==> src/rtl/regfile_wr_arbiter_pkg.sv <==
`default_nettype none
// ============================================================================
//  Module   : regfile_pkg
//  Purpose  : Shared defaults and requester identifiers for the register file
//             write-port arbiter and its writeback FIFOs.
//  Contents : DEF_ADDRSIZE / DEF_WORDSIZE / DEF_DEPTH defaults,
//             REQ_ALU / REQ_LOAD requester IDs.
//  Revision : 1.0 - initial release
// ============================================================================
package regfile_pkg;

    localparam int DEF_ADDRSIZE = 5;
    localparam int DEF_WORDSIZE = 32;
    localparam int DEF_DEPTH    = 2;

    // Requester IDs, also the encoding of the lastGrant register
    localparam logic REQ_ALU  = 1'b0;
    localparam logic REQ_LOAD = 1'b1;

endpackage : regfile_pkg
`default_nettype wire

==> src/rtl/regfile_wr_arbiter_wb_fifo.sv <==
`default_nettype none
// ============================================================================
//  Module   : wb_fifo
//  Purpose  : DEPTH-entry writeback queue (address + data) with per-entry
//             valid and address taps so the owner can answer pending-write
//             lookups without draining the queue.
//  Ports    : clk, rst           - clock, asynchronous active-high reset
//             push_i/push_addr_i/push_data_i - enqueue (caller ensures !full)
//             pop_i              - dequeue head (caller ensures !empty)
//             full_o, empty_o    - occupancy flags
//             head_addr_o/head_data_o - current head entry
//             entry_valid_o/entry_addr_o - lookup taps, one per slot
//  Revision : 1.0 - initial release
// ============================================================================
module wb_fifo
    import regfile_pkg::*;
#(
    parameter int ADDRSIZE = DEF_ADDRSIZE,
    parameter int WORDSIZE = DEF_WORDSIZE,
    parameter int DEPTH    = DEF_DEPTH
) (
    input  logic                               clk,
    input  logic                               rst,
    input  logic                               push_i,
    input  logic [ADDRSIZE-1:0]                push_addr_i,
    input  logic [WORDSIZE-1:0]                push_data_i,
    input  logic                               pop_i,
    output logic                               full_o,
    output logic                               empty_o,
    output logic [ADDRSIZE-1:0]                head_addr_o,
    output logic [WORDSIZE-1:0]                head_data_o,
    output logic [DEPTH-1:0]                   entry_valid_o,
    output logic [DEPTH-1:0][ADDRSIZE-1:0]     entry_addr_o
);

    localparam int PW = $clog2(DEPTH);
    localparam int CW = $clog2(DEPTH + 1);

    logic [ADDRSIZE-1:0] addr_q [DEPTH];
    logic [WORDSIZE-1:0] data_q [DEPTH];
    logic [DEPTH-1:0]    valid_q;
    logic [PW-1:0]       wptr_q, rptr_q;
    logic [CW-1:0]       count_q, count_d;

    assign full_o      = (count_q == CW'(DEPTH));
    assign empty_o     = (count_q == '0);
    assign head_addr_o = addr_q[rptr_q];
    assign head_data_o = data_q[rptr_q];
    assign entry_valid_o = valid_q;

    for (genvar g = 0; g < DEPTH; g++) begin : g_taps
        assign entry_addr_o[g] = addr_q[g];
    end

    always_comb begin
        count_d = count_q;
        case ({push_i, pop_i})
            2'b10:   count_d = count_q + CW'(1);
            2'b01:   count_d = count_q - CW'(1);
            default: count_d = count_q;
        endcase
    end

    // Pointers are PW bits wide and DEPTH is a power of two, so the
    // increment wraps modulo DEPTH naturally.
    always_ff @(posedge clk or posedge rst) begin
        if (rst) begin
            wptr_q  <= '0;
            rptr_q  <= '0;
            count_q <= '0;
            valid_q <= '0;
            for (int i = 0; i < DEPTH; i++) begin
                addr_q[i] <= '0;
                data_q[i] <= '0;
            end
        end else begin
            count_q <= count_d;
            // Push and pop never target the same slot: a pop needs a
            // non-empty queue and a push needs a non-full one.
            if (push_i) begin
                addr_q[wptr_q]  <= push_addr_i;
                data_q[wptr_q]  <= push_data_i;
                valid_q[wptr_q] <= 1'b1;
                wptr_q          <= wptr_q + PW'(1);
            end
            if (pop_i) begin
                valid_q[rptr_q] <= 1'b0;
                rptr_q          <= rptr_q + PW'(1);
            end
        end
    end

endmodule : wb_fifo
`default_nettype wire

==> src/rtl/regfile_wr_arbiter.sv <==
`default_nettype none
// ============================================================================
//  Module   : regfile_wr_arbiter
//  Purpose  : Merges ALU (req0) and load (req1) writebacks onto the single
//             register file write port. Each requester has its own queue;
//             one head is popped per cycle with round-robin on contention,
//             and the popped entry is registered onto the write port.
//  Ports    : clk, reset                   - clock, async active-high reset
//             req0Valid/Ready/Addr/Data    - ALU writeback handshake
//             req1Valid/Ready/Addr/Data    - load writeback handshake
//             regWrite/writeReg/writeData  - register file write port
//             query{1,2}Addr/Pending       - pending-write lookup for reads
//  Revision : 1.0 - initial release
// ============================================================================
module regfile_wr_arbiter
    import regfile_pkg::*;
#(
    parameter int ADDRSIZE = DEF_ADDRSIZE,
    parameter int WORDSIZE = DEF_WORDSIZE,
    parameter int DEPTH    = DEF_DEPTH
) (
    input  logic                clk,
    input  logic                reset,
    input  logic                req0Valid,
    output logic                req0Ready,
    input  logic [ADDRSIZE-1:0] req0Addr,
    input  logic [WORDSIZE-1:0] req0Data,
    input  logic                req1Valid,
    output logic                req1Ready,
    input  logic [ADDRSIZE-1:0] req1Addr,
    input  logic [WORDSIZE-1:0] req1Data,
    output logic                regWrite,
    output logic [ADDRSIZE-1:0] writeReg,
    output logic [WORDSIZE-1:0] writeData,
    input  logic [ADDRSIZE-1:0] query1Addr,
    input  logic [ADDRSIZE-1:0] query2Addr,
    output logic                query1Pending,
    output logic                query2Pending
);

    logic                           full0, empty0, full1, empty1;
    logic                           push0, push1, pop0, pop1;
    logic [ADDRSIZE-1:0]            head0_addr, head1_addr;
    logic [WORDSIZE-1:0]            head0_data, head1_data;
    logic [DEPTH-1:0]               ev0, ev1;
    logic [DEPTH-1:0][ADDRSIZE-1:0] ea0, ea1;

    logic                lastGrant_q, lastGrant_d;
    logic                regWrite_q;
    logic [ADDRSIZE-1:0] writeReg_q;
    logic [WORDSIZE-1:0] writeData_q;

    // Ready is purely the queue state: no bypass, so a full queue refuses
    // even when its head pops on the same edge.
    assign req0Ready = !full0 && !reset;
    assign req1Ready = !full1 && !reset;

    // Writes to x0 complete the handshake but are dropped here.
    assign push0 = req0Valid && req0Ready && (req0Addr != '0);
    assign push1 = req1Valid && req1Ready && (req1Addr != '0);

    wb_fifo #(.ADDRSIZE(ADDRSIZE), .WORDSIZE(WORDSIZE), .DEPTH(DEPTH)) u_fifo0 (
        .clk           (clk),
        .rst           (reset),
        .push_i        (push0),
        .push_addr_i   (req0Addr),
        .push_data_i   (req0Data),
        .pop_i         (pop0),
        .full_o        (full0),
        .empty_o       (empty0),
        .head_addr_o   (head0_addr),
        .head_data_o   (head0_data),
        .entry_valid_o (ev0),
        .entry_addr_o  (ea0)
    );

    wb_fifo #(.ADDRSIZE(ADDRSIZE), .WORDSIZE(WORDSIZE), .DEPTH(DEPTH)) u_fifo1 (
        .clk           (clk),
        .rst           (reset),
        .push_i        (push1),
        .push_addr_i   (req1Addr),
        .push_data_i   (req1Data),
        .pop_i         (pop1),
        .full_o        (full1),
        .empty_o       (empty1),
        .head_addr_o   (head1_addr),
        .head_data_o   (head1_data),
        .entry_valid_o (ev1),
        .entry_addr_o  (ea1)
    );

    // Arbitration: a lone non-empty queue always wins; on contention the
    // requester that did not win the previous pop is served.
    always_comb begin
        pop0        = 1'b0;
        pop1        = 1'b0;
        lastGrant_d = lastGrant_q;
        if (!empty0 && !empty1) begin
            if (lastGrant_q == REQ_ALU) begin
                pop1        = 1'b1;
                lastGrant_d = REQ_LOAD;
            end else begin
                pop0        = 1'b1;
                lastGrant_d = REQ_ALU;
            end
        end else if (!empty0) begin
            pop0        = 1'b1;
            lastGrant_d = REQ_ALU;
        end else if (!empty1) begin
            pop1        = 1'b1;
            lastGrant_d = REQ_LOAD;
        end
    end

    always_ff @(posedge clk or posedge reset) begin
        if (reset) begin
            lastGrant_q <= REQ_LOAD;
            regWrite_q  <= 1'b0;
            writeReg_q  <= '0;
            writeData_q <= '0;
        end else begin
            lastGrant_q <= lastGrant_d;
            regWrite_q  <= pop0 || pop1;
            if (pop0) begin
                writeReg_q  <= head0_addr;
                writeData_q <= head0_data;
            end else if (pop1) begin
                writeReg_q  <= head1_addr;
                writeData_q <= head1_data;
            end
        end
    end

    assign regWrite  = regWrite_q;
    assign writeReg  = writeReg_q;
    assign writeData = writeData_q;

    // A register is pending while it sits in either queue or is being
    // written this cycle; x0 is never pending.
    function automatic logic lookup(input logic [ADDRSIZE-1:0] a);
        logic hit;
        hit = 1'b0;
        for (int i = 0; i < DEPTH; i++) begin
            if (ev0[i] && (ea0[i] == a)) hit = 1'b1;
            if (ev1[i] && (ea1[i] == a)) hit = 1'b1;
        end
        if (regWrite_q && (writeReg_q == a)) hit = 1'b1;
        return hit && (a != '0);
    endfunction

    assign query1Pending = !reset && lookup(query1Addr);
    assign query2Pending = !reset && lookup(query2Addr);

endmodule : regfile_wr_arbiter
`default_nettype wire
==> config.mk <==
export PLATFORM = sky130hd
export DESIGN_NAME = regfile_wr_arbiter
export DESIGN_NICKNAME = d
export VERILOG_FILES = /design/src/rtl/regfile_wr_arbiter_pkg.sv /design/src/rtl/regfile_wr_arbiter_wb_fifo.sv /design/src/rtl/regfile_wr_arbiter.sv
export SDC_FILE = /design/constraint.sdc
export NUM_CORES = 1
export LEC_CHECK = 0
export ABC_CLOCK_PERIOD_IN_PS = 10600
export BUFFER_PORTS_ARGS = -buffer_cell sky130_fd_sc_hd__buf_4
export CORE_ASPECT_RATIO = 0.5
export CORE_MARGIN = 3
export CORE_UTILIZATION = 55
export CTS_BUF_LIST = sky130_fd_sc_hd__clkbuf_2 sky130_fd_sc_hd__clkbuf_4 sky130_fd_sc_hd__clkbuf_8
export CTS_CLUSTER_DIAMETER = 80
export DETAILED_ROUTE_END_ITERATION = 6
export GPL_ROUTABILITY_DRIVEN = 0
export GPL_TIMING_DRIVEN = 0
export PLACE_DENSITY = 0.78
export SLEW_MARGIN = 10
export SYNTH_ARGS = -nofsm -noshare
export SYNTH_HDL_FRONTEND = slang
export SYNTH_SLANG_ARGS = --single-unit
==> constraint.sdc <==
create_clock -name clk -period 10.6 [get_ports clk]
set_clock_uncertainty 0.05 [all_clocks]
set_input_delay 0.53 -clock clk [delete_from_list [all_inputs] [get_ports clk]]
set_output_delay 0.53 -clock clk [all_outputs]
set_load 0.01 [all_outputs]
==> Yosys cells after proc, flatten, opt, wreduce, memory -nomap -nowiden <==
Cells that the tools add are included.
{ "op_classes": {"addsub": 8, "n_shift": 0, "bitwise_logic": 10, "multipliers": 0, "mux": 62, "n_eq_ne": 17, "n_div": 0, "magnitude_cmp": 14, "n_reduce_logical": 42} }
{ "ops": {"columns": ["op", "n"], "rows": [
  ["two-way mux 32 bit", 10],
  ["bitwise mux 64 bit", 2],
  ["demux 32 bit (select 1 bit)", 2],
  ["== test 5 bit", 10],
  ["two-way mux 5 bit", 10],
  ["logical AND 1 bit", 27],
  ["two-way mux 1 bit", 24],
  ["bitwise mux 10 bit", 2],
  ["nonzero test 5 bit", 4],
  ["demux 5 bit (select 1 bit)", 2],
  ["== test 2 bit, second input constant", 4],
  ["greater-or-equal comparator 2 bit, second input constant", 4],
  ["less-than comparator 1 x 2 -> 1 bit, second input constant", 4],
  ["two-way mux 2 bit", 4],
  ["NOT 1 -> 2 bit", 4],
  ["one-hot mux 2 bit (2 select lines)", 2],
  ["nonzero test 2 bit", 3],
  ["logical NOT 1 bit", 5],
  ["adder 1 bit, second input constant", 4],
  ["adder 2 x 1 -> 2 bit, second input constant", 2],
  ["AND 2 bit", 2],
  ["demux 1 bit (select 1 bit)", 4],
  ["== test 2 x 1 -> 1 bit, second input constant", 2],
  ["greater-or-equal comparator 1 bit, second input constant", 4],
  ["other kinds (7)", 12]
]} }
{ "totals": {"in_bits": 88, "memories": 0, "elab_cells": 173, "mem_bits_ro": 0, "ram_bits": 0, "output_inout_bits": 42, "latch_bits": 0, "ff_bits": 199} }

==> Longest topological paths before layout <==
Gate-level depths: netlist (run 1).
{ "logic_depth": {"word_depth": 9, "ltp_mapped": 9, "mapped_depth_nobuf": 7} }

==> Cells and area by module <==
A second synthesis (run 1) with hierarchy kept.
{ "unflattened": {"hier_cells": 715, "hier_area_um2": 9655.5} }
{ "modules_own_cells": {"columns": ["mod", "seq_area_each_um2", "instances", "cells_per_inst", "area_each_um2"], "rows": [
  ["wb_fifo", 2001.9, 2, 220, 3463.3],
  ["regfile_wr_arbiter", 977.2, 1, 275, 2728.9]
]} }

==> Least setup slack after synthesis (run 1) <==
OpenSTA, ideal clock, no wires.
{ "synth_timing": {"kind": "in2out", "from": "input reset", "to": "output query1Pending", "path_buffers": 0, "required_time_ps": 10020, "stages": 3, "slack_ps": 4478, "arrival_ps": 5542, "cell_sequence": "inv_1 -> o21ai_0 -> a31oi_1"} }
{ "synth_between": {"elab_chain_cells": 2} }
{ "synth_lines": {"columns": ["item", "line", "source"], "rows": [
  ["from (decl)", "regfile_wr_arbiter.sv:23", "input logic reset,"],
  ["logical NOT 1 bit (no source line)", null, null],
  ["logical AND 1 bit", "regfile_wr_arbiter.sv:151", "assign query1Pending = !reset && lookup(query1Addr);"],
  ["to (decl)", "regfile_wr_arbiter.sv:37", "output logic query1Pending,"]
]} }
Every way passes these cells.

==> Worst setup path in the final report (run 1) <==
{ "layout_timing": {"from": "register u_fifo0.count_q[0]", "to": "register u_fifo0.count_q[1]"} }
{ "layout_between": {"elab_chain_cells": 7, "elab_cells_between_ends": 16, "cone_classes": "add/sub (2); eq/ne (3); mux (3); reduce/logical (8)"} }
{ "layout_lines": {"columns": ["item", "line", "source"], "rows": [
  ["from (decl)", "regfile_wr_arbiter_wb_fifo.sv:43", "logic [CW-1:0] count_q, count_d;"],
  ["from (signal assigned)", "regfile_wr_arbiter_wb_fifo.sv:77", "count_q <= count_d;"],
  ["== test 2 bit", "regfile_wr_arbiter_wb_fifo.sv:45", "assign full_o = (count_q == CW'(DEPTH));"],
  ["logical NOT 1 bit", "regfile_wr_arbiter.sv:55", "assign req0Ready = !full0 && !reset;"],
  ["logical AND 1 bit", "regfile_wr_arbiter.sv:55", null],
  ["logical AND 1 bit (2 in a row)", "regfile_wr_arbiter.sv:59", "assign push0 = req0Valid && req0Ready && (req0Addr != '0);"],
  ["== test 2 x 1 -> 1 bit or == test 2 bit (tied branches)", "regfile_wr_arbiter_wb_fifo.sv:57", "case ({push_i, pop_i})"],
  ["one-hot mux 2 bit (2 select lines) or nonzero test 2 bit (tied branches)", null, null]
]} }
Parallel ways exist; a longest one is shown, timed or not.
A chain may end at the register's enable or synchronous reset.

==> reports/results.ini, run 1 <==
[clock_network]
clk_latency_ns = 0.49
cts_inserted_buffers = 17
cts_tree = done
cts.clk_slew.worst_paths_ns = 0.11
cts_resized = 0
htree_num_levels = 4
cts-hold-fix-buffers = 0
post_cts_buffers = 0
clock_path_buffers = 2
cts_root_buf = clkbuf_8
clock-sinks = 199

[routing]
vias_per_cell = 5.93
wl_mm = 23.7
dr.pass1.iters = 5
postRouteAntennaNets = 0
vias = 6676
drtIter0Drc = 548
wl_per_cell_um = 21.0
drc = 0

[yosys]
synth_area_leaders = dfrtp_1, mux2_2, mux2i_1
synth_top_area_share_pct = 51.6
ys.warnings.count = 0
synth_top_cell_by_area = dfrtp_1
synth-seq-area-share_pct = 51.9
syn_inst = 746
ys_seq_elements = 199
postSynthAreaPerCell_sq_um = 12.9
synth_nets = 836
ys.flop_type = dfrtp_1
synth_area_sq_mm = 0.00960
synth.distinct_cells = 37
synth_edf_count = 0
async_flop_share_pct = 100

[global_routing]
met3_usage_pct = 3.91
met1_usage_pct = 36.7
grt_pass1_vias = 7029
grtUsageTotal_pct = 25.5
top_usage_layer = met2
use_met2_pct = 41.6
gr-total-overflow = 0
grt_max_degree = 112
antenna_found_initial = 0
grt_pass1_wl_mm = 38.0

[run_status]
status = complete, no violations

[sta]
hold_viol_final = 0
drv_slew = 0
setup-tns-final_ns = 0
fmax_mhz = 370
setup_viol = 0
rsz0062_at_grt = no
min_period_over_period_pct = 25.5
period_needed_ns = 2.70
maxSlewHeadroom_pct = 44.5
worst_hold_slack_ns = 0.139
worst_pin_slew_ns = 0.833

[critical_path]
cp_max_fo = 10
worst-path-buf-inv = 3
required_ns = 10.95
crit_path_start_kind = flip-flop
max_stage_delay_ns = 0.45
critPathTopFamily = buffers and inverters
critPathKind = flip-flop to flip-flop
cp-end-kind = flip-flop
critPathSlowestCell = dfrtp_1
cp.arrival_ns = 3.05
crit_chain = or2_2 > clkbuf_1 > o21ai_1 > buf_2 > inv_1 > ha_1 > nor2_1 > xor2_1

[power]
p_per_area_mw_per_mm2 = 325
leakage_nw = 5.10
power_mw = 3.66
irDropWorstVdd_uv = 167

[placed_design]
io_buffer_count = 119
hpwlAfterDp_mm = 16.8
postPlaceCellArea_sq_mm = 0.0108

[final_layout]
nFillCells = 1246
fin_util_pct = 67.2
fin_nets = 975
drive_above_1_share_pct = 36.7
antenna_cells = 0
areaGrowthSynthToFinish_pct = 17.1
design_area_sq_mm = 0.0112

[floorplan]
fp.coreArea_sq_mm = 0.0167
initial_core_util_pct = 57.4
pin_count = 130
die_y_um = 99.4
die_area_sq_mm = 0.0192
std_cell_rows = 33
die_width_um = 193

[flow_run]
cap_viol_max_count = 0

[min_path]
min_path_type = input port to asynchronous set/reset pin

==> Yosys cell counts, types with 7 or more instances <==
cell / count
mux2_4: 38
buf_2: 8
mux2_2: 112
xor2_1: 39
o21ai_0: 72
xnor2_1: 21
nand2_1: 35
o32a_1: 35
dfrtp_1: 198
nor4_1: 9
mux2i_1: 72
clkbuf_1: 39
inv_1: 7
==> metrics by stage <==
step,std cells,worst slack [ns]
2_1_floorplan,746,4.48
3_3_place_gp,1092,2.49
3_5_place_dp,1093,7.96
4_1_cts,1125,7.94
5_1_grt,1125,7.78
6_report,1125,7.90
==> state kept, by name, indices dropped and copies added, names as in the netlist, 2 cells and up <==
| register | count |
|---|---|
| u_fifo1.count_q | 2 |
| writeData | 32 |
| u_fifo0.entry_addr_o | 10 |
| u_fifo1.entry_addr_o | 10 |
| u_fifo0.entry_valid_o | 2 |
| u_fifo1.data_q | 64 |
| writeReg | 5 |
| u_fifo0.data_q | 64 |
| u_fifo0.count_q | 2 |
| u_fifo1.entry_valid_o | 2 |
==> cell type report <==
cell class                 count  area, sq um  share of cell area, %
clock inverter                15          195                   1.74
inverter                       7         33.8                  0.300
clock buffer                  17          234                   2.08
multi-input combinational    480         4290                   38.2
sequential                   199         4980                   44.3
timing repair buffer         120          921                   8.19
tap                          227          284                   2.53
buffer                        60          303                   2.69
==> worst paths after layout <==
| check | startpoint | to | slack, ns | cells past startpoint |
|---|---|---|---|---|
| setup / recovery | u_fifo0.count_q[0] | u_fifo0.count_q[1] | 7.90 | 8 |
| hold / removal | reset | u_fifo0.data_q[0] | 0.14 | 2 |
| setup reg to reg | u_fifo0.count_q[0] | u_fifo0.count_q[1] | 7.90 | 8 |
| hold reg to reg | u_fifo0.count_q[1] | u_fifo0.count_q[1] | 0.46 | 1 |
| max in group asynchronous | reset | u_fifo0.data_q[46] | 9.47 | 3 |
| min in group clk | req0Data[1] | u_fifo0.data_q[33] | 0.22 | 2 |
==> worst register-to-register path: cells and delay by family (launching register included) <==
kind / cells / cell delay, ns
AO/OA/AOI/OAI: 1 / 0.36
adder cells (fa/ha/maj): 1 / 0.35
flip-flops: 1 / 0.45
buffers and inverters: 3 / 0.75
AND/OR/NAND/NOR: 2 / 0.52
XOR/XNOR: 1 / 0.17
==> logic make-up after synthesis <==
group                      Yosys count  synth area share, %
xor gates and xnor gates            60                 5.47
DFF                                199                 51.9
and+or+nand+nor                     66                 3.30
muxes                              222                 26.6
buffers and inverters               67                 3.43
AOI/OAI and AO/OA                  130                 9.09
adders and majority gates            2                0.261
==> layer usage <==
metal | routed length (um) | share of wire [%]
met5 | 0 | 0
met4 | 276 | 1.2
met3 | 1220 | 5.1
met2 | 11500 | 48
met1 | 10700 | 45
==> cell usage in the layout (no fill, tap or decap), types with 9 or more instances in the layout <==
cell type / count
mux2_4: 38
xor2_1: 39
nor4_1: 9
clkbuf_8: 17
o32a_1: 35
mux2_2: 112
nand2_1: 35
o21ai_0: 72
clkbuf_1: 39
mux2i_1: 72
buf_4: 125
dfrtp_1: 198
xnor2_1: 21
==> power by group <==
group | total, mW | internal (mW) | switching (mW)
Clock | 0.508 | 0.186 | 0.322
Sequential | 1.44 | 1.16 | 0.288
Combinational | 1.71 | 0.877 | 0.828
Total | 3.66 | 2.22 | 1.44
Note: power is estimated with default switching activity, not from simulation.
==> run 2: changes to the inputs <==
--- a/config.mk
+++ b/config.mk
@@ -5,7 +5,7 @@
 export SDC_FILE = /design/constraint.sdc
 export NUM_CORES = 1
 export LEC_CHECK = 0
-export ABC_CLOCK_PERIOD_IN_PS = 10600
+export ABC_CLOCK_PERIOD_IN_PS = 2500
 export BUFFER_PORTS_ARGS = -buffer_cell sky130_fd_sc_hd__buf_4
 export CORE_ASPECT_RATIO = 0.5
 export CORE_MARGIN = 3
==> constraint.sdc (replaced) <==
create_clock -name clk -period 2.5 [get_ports clk]
set_clock_uncertainty 0.05 [all_clocks]
set_input_delay 0.125 -clock clk [delete_from_list [all_inputs] [get_ports clk]]
set_output_delay 0.125 -clock clk [all_outputs]
set_load 0.01 [all_outputs]
==> reports/results.ini, run 2 (synthesized netlist as in run 1, its figures left out) <==
[final_layout]
fin_nets = 1056  ; +8.3%
areaGrowthSynthToFinish_pct = 25.5
layout_commonest_cell = dfrtp_1
final_cell_mix = dfrtp_1, buf_4, mux2_2, dlygate4sd3_1
final_cells = 1206  ; +7.2%
antenna_cells = 0  ; unchanged
nFillCells = 1165  ; -6.5%
drive_above_1_share_pct = 34.5  ; -2.2 points

[routing]
wl_mm = 24.2  ; +2.3%
drc = 0  ; unchanged
vias_per_cell = 5.75  ; -3.1%
drtIter0Drc = 389  ; -29%
wl_per_cell_um = 20.1  ; -4.6%
postRouteAntennaNets = 0  ; unchanged
vias = 6938  ; +3.9%
dr.pass1.iters = 7  ; +2

[clock_network]
cts_inserted_buffers = 17  ; unchanged
cts_root_buf = clkbuf_8
htree_num_levels = 4  ; unchanged
clk_latency_ns = 0.46  ; -0.03 ns
post_cts_buffers = 0  ; unchanged
clock-sinks = 199  ; unchanged
clock_path_buffers = 2  ; unchanged
cts.clk_slew.worst_paths_ns = 0.11  ; about the same
cts_tree = done

[global_routing]
grt_pass1_wl_mm = 39.0  ; +2.7%
grt_max_degree = 39  ; -65%
grtUsageTotal_pct = 26.1  ; +0.62 points
antenna_found_initial = 0  ; unchanged
grt_pass1_vias = 7285  ; +3.6%
gr-total-overflow = 0  ; unchanged

[run_status]
status = complete, no violations

[floorplan]
die_width_um = 193  ; unchanged
std_cell_rows = 33  ; unchanged
initial_core_util_pct = 57.4  ; unchanged
pin_count = 130  ; unchanged
die_area_sq_mm = 0.0192  ; unchanged
fp.coreArea_sq_mm = 0.0167  ; unchanged
die_y_um = 99.4  ; unchanged

[sta]
rsz0062_at_grt = no
setup_viol = 0  ; unchanged
worst_pin_slew_ns = 0.867  ; +0.0345 ns
fmax_mhz = 439  ; +19%
period_needed_ns = 2.28  ; -0.426 ns
maxSlewHeadroom_pct = 42.2  ; -2.3 points
drv_slew = 0  ; unchanged
hold_viol_final = 0  ; unchanged
worst_hold_slack_ns = 0.341  ; +0.202 ns
min_period_over_period_pct = 91.1  ; +66 points

[critical_path]
crit_top_cell = nor2_1
cp.arrival_ns = 2.61  ; -0.44 ns
crit_chain = nor2_1 > clkbuf_2 > buf_2 > a21oi_1 > ha_1 > nor2_1 > xor2_1
r2r_cells = 7  ; -1
required_ns = 2.83  ; -8.12 ns
cp-end-kind = flip-flop
worst-path-buf-inv = 2  ; -1
critPathTopFamily = buffers and inverters
cp.depth = 7  ; -1
crit_path_start_kind = flip-flop
critPathKind = flip-flop to flip-flop
max_stage_delay_ns = 0.46  ; about the same
critPathSlowestCell = dfrtp_1
cp_max_fo = 10  ; unchanged

[placed_design]
io_buffer_count = 119  ; unchanged
dp_cells = 1097  ; +0.37%
hpwlAfterDp_mm = 17.0  ; +1.0%

[power]
irDropWorstVdd_uv = 766  ; +360%
p_per_area_mw_per_mm2 = 1280  ; +290%
leakage_nw = 5.44  ; +6.6%

[flow_run]
cap_viol_max_count = 0  ; unchanged

[min_path]
min_path_type = input port to asynchronous set/reset pin

[run 2: cell types whose count changed in the layout (fill, tap and decap cells not counted), sizes merged]
cell	previous run	this run
clkbuf	56	55
dlygate4sd3	0	77
buf	141	146
inv	15	12
clkinv	6	5
clkinvlp	1	5
[run 2: layout make-up]
| cell class | count | area, sq um | share of cell area, % |
|---|---|---|---|
| flip-flops and latches | 199 | 4980 | 41.3 |
| multi-input cells | 480 | 4300 | 35.6 |
| repair buffers | 202 | 1780 | 14.8 |
| plain buffers | 59 | 304 | 2.52 |
| well taps | 227 | 284 | 2.36 |
| clock buffers | 17 | 234 | 1.94 |
| clock inverters | 15 | 140 | 1.16 |
| inverters | 7 | 30.0 | 0.249 |
[run 2: per-layer routing]
layer	GRT usage (%)	up-vias	part of all wire [%]
li1	-	3138	-
met1	37.0	3557	46
met2	42.3	210	48
met3	4.19	33	4.8
met4	7.21	0	1.6
met5	0	-	0
[run 2: metrics by stage]
stage / setup TNS, ns / power (mW) / utilization, % / area [sq um] / worst slack, ns
3_5_place_dp: -0.273 / 13.3 / 65.1 / 10900 / -0.127
3_3_place_gp: -280.00 / 12.9 / 64.5 / 10800 / -2.32
4_1_cts: 0 / 15.4 / 72.1 / 12100 / 0.0304
6_report: 0 / 15.5 / 72.1 / 12100 / 0.222
2_1_floorplan: -53.81 / 11.0 / - / 9610 / -1.01
5_1_grt: 0 / 16.5 / 72.1 / 12100 / 0.112
[run 2: worst register-to-register path, cell delays in order, from the launching register on]
cell and delay [ns]:
dfrtp_1 0.46, nor2_1 0.20, clkbuf_2 0.32, buf_2 0.33, a21oi_1 0.16, ha_1 0.40
nor2_1 0.15, xor2_1 0.15
[run 2: report_power, final]
part           switching (mW)  internal, mW  total (mW)
Combinational            3.54          3.82        7.37
Sequential               1.22          4.90        6.12
Clock                    1.23         0.732        1.97
Total                    5.99          9.46        15.5
[run 2: path summary, 6_finish.rpt]
check	from	to	slack [ns]
worst max-delay path	u_fifo1.count_q[0]	u_fifo1.count_q[1]	0.22
worst min-delay path	reset	u_fifo0.data_q[25]	0.34
worst max register to register	u_fifo1.count_q[0]	u_fifo1.count_q[1]	0.22
worst min register to register	u_fifo0.count_q[1]	u_fifo0.count_q[1]	0.46
max in group asynchronous	reset	writeData[12]	1.59
min in group clk	req1Data[23]	u_fifo1.data_q[55]	0.38
[run 2: what timing repair did]
action | in CTS | in global routing
endpoints found under the hold margin | 185 | 0
endpoints found under the setup margin | 3 | 4
hold buffers | 78 | 0
resized for setup | 3 | 2
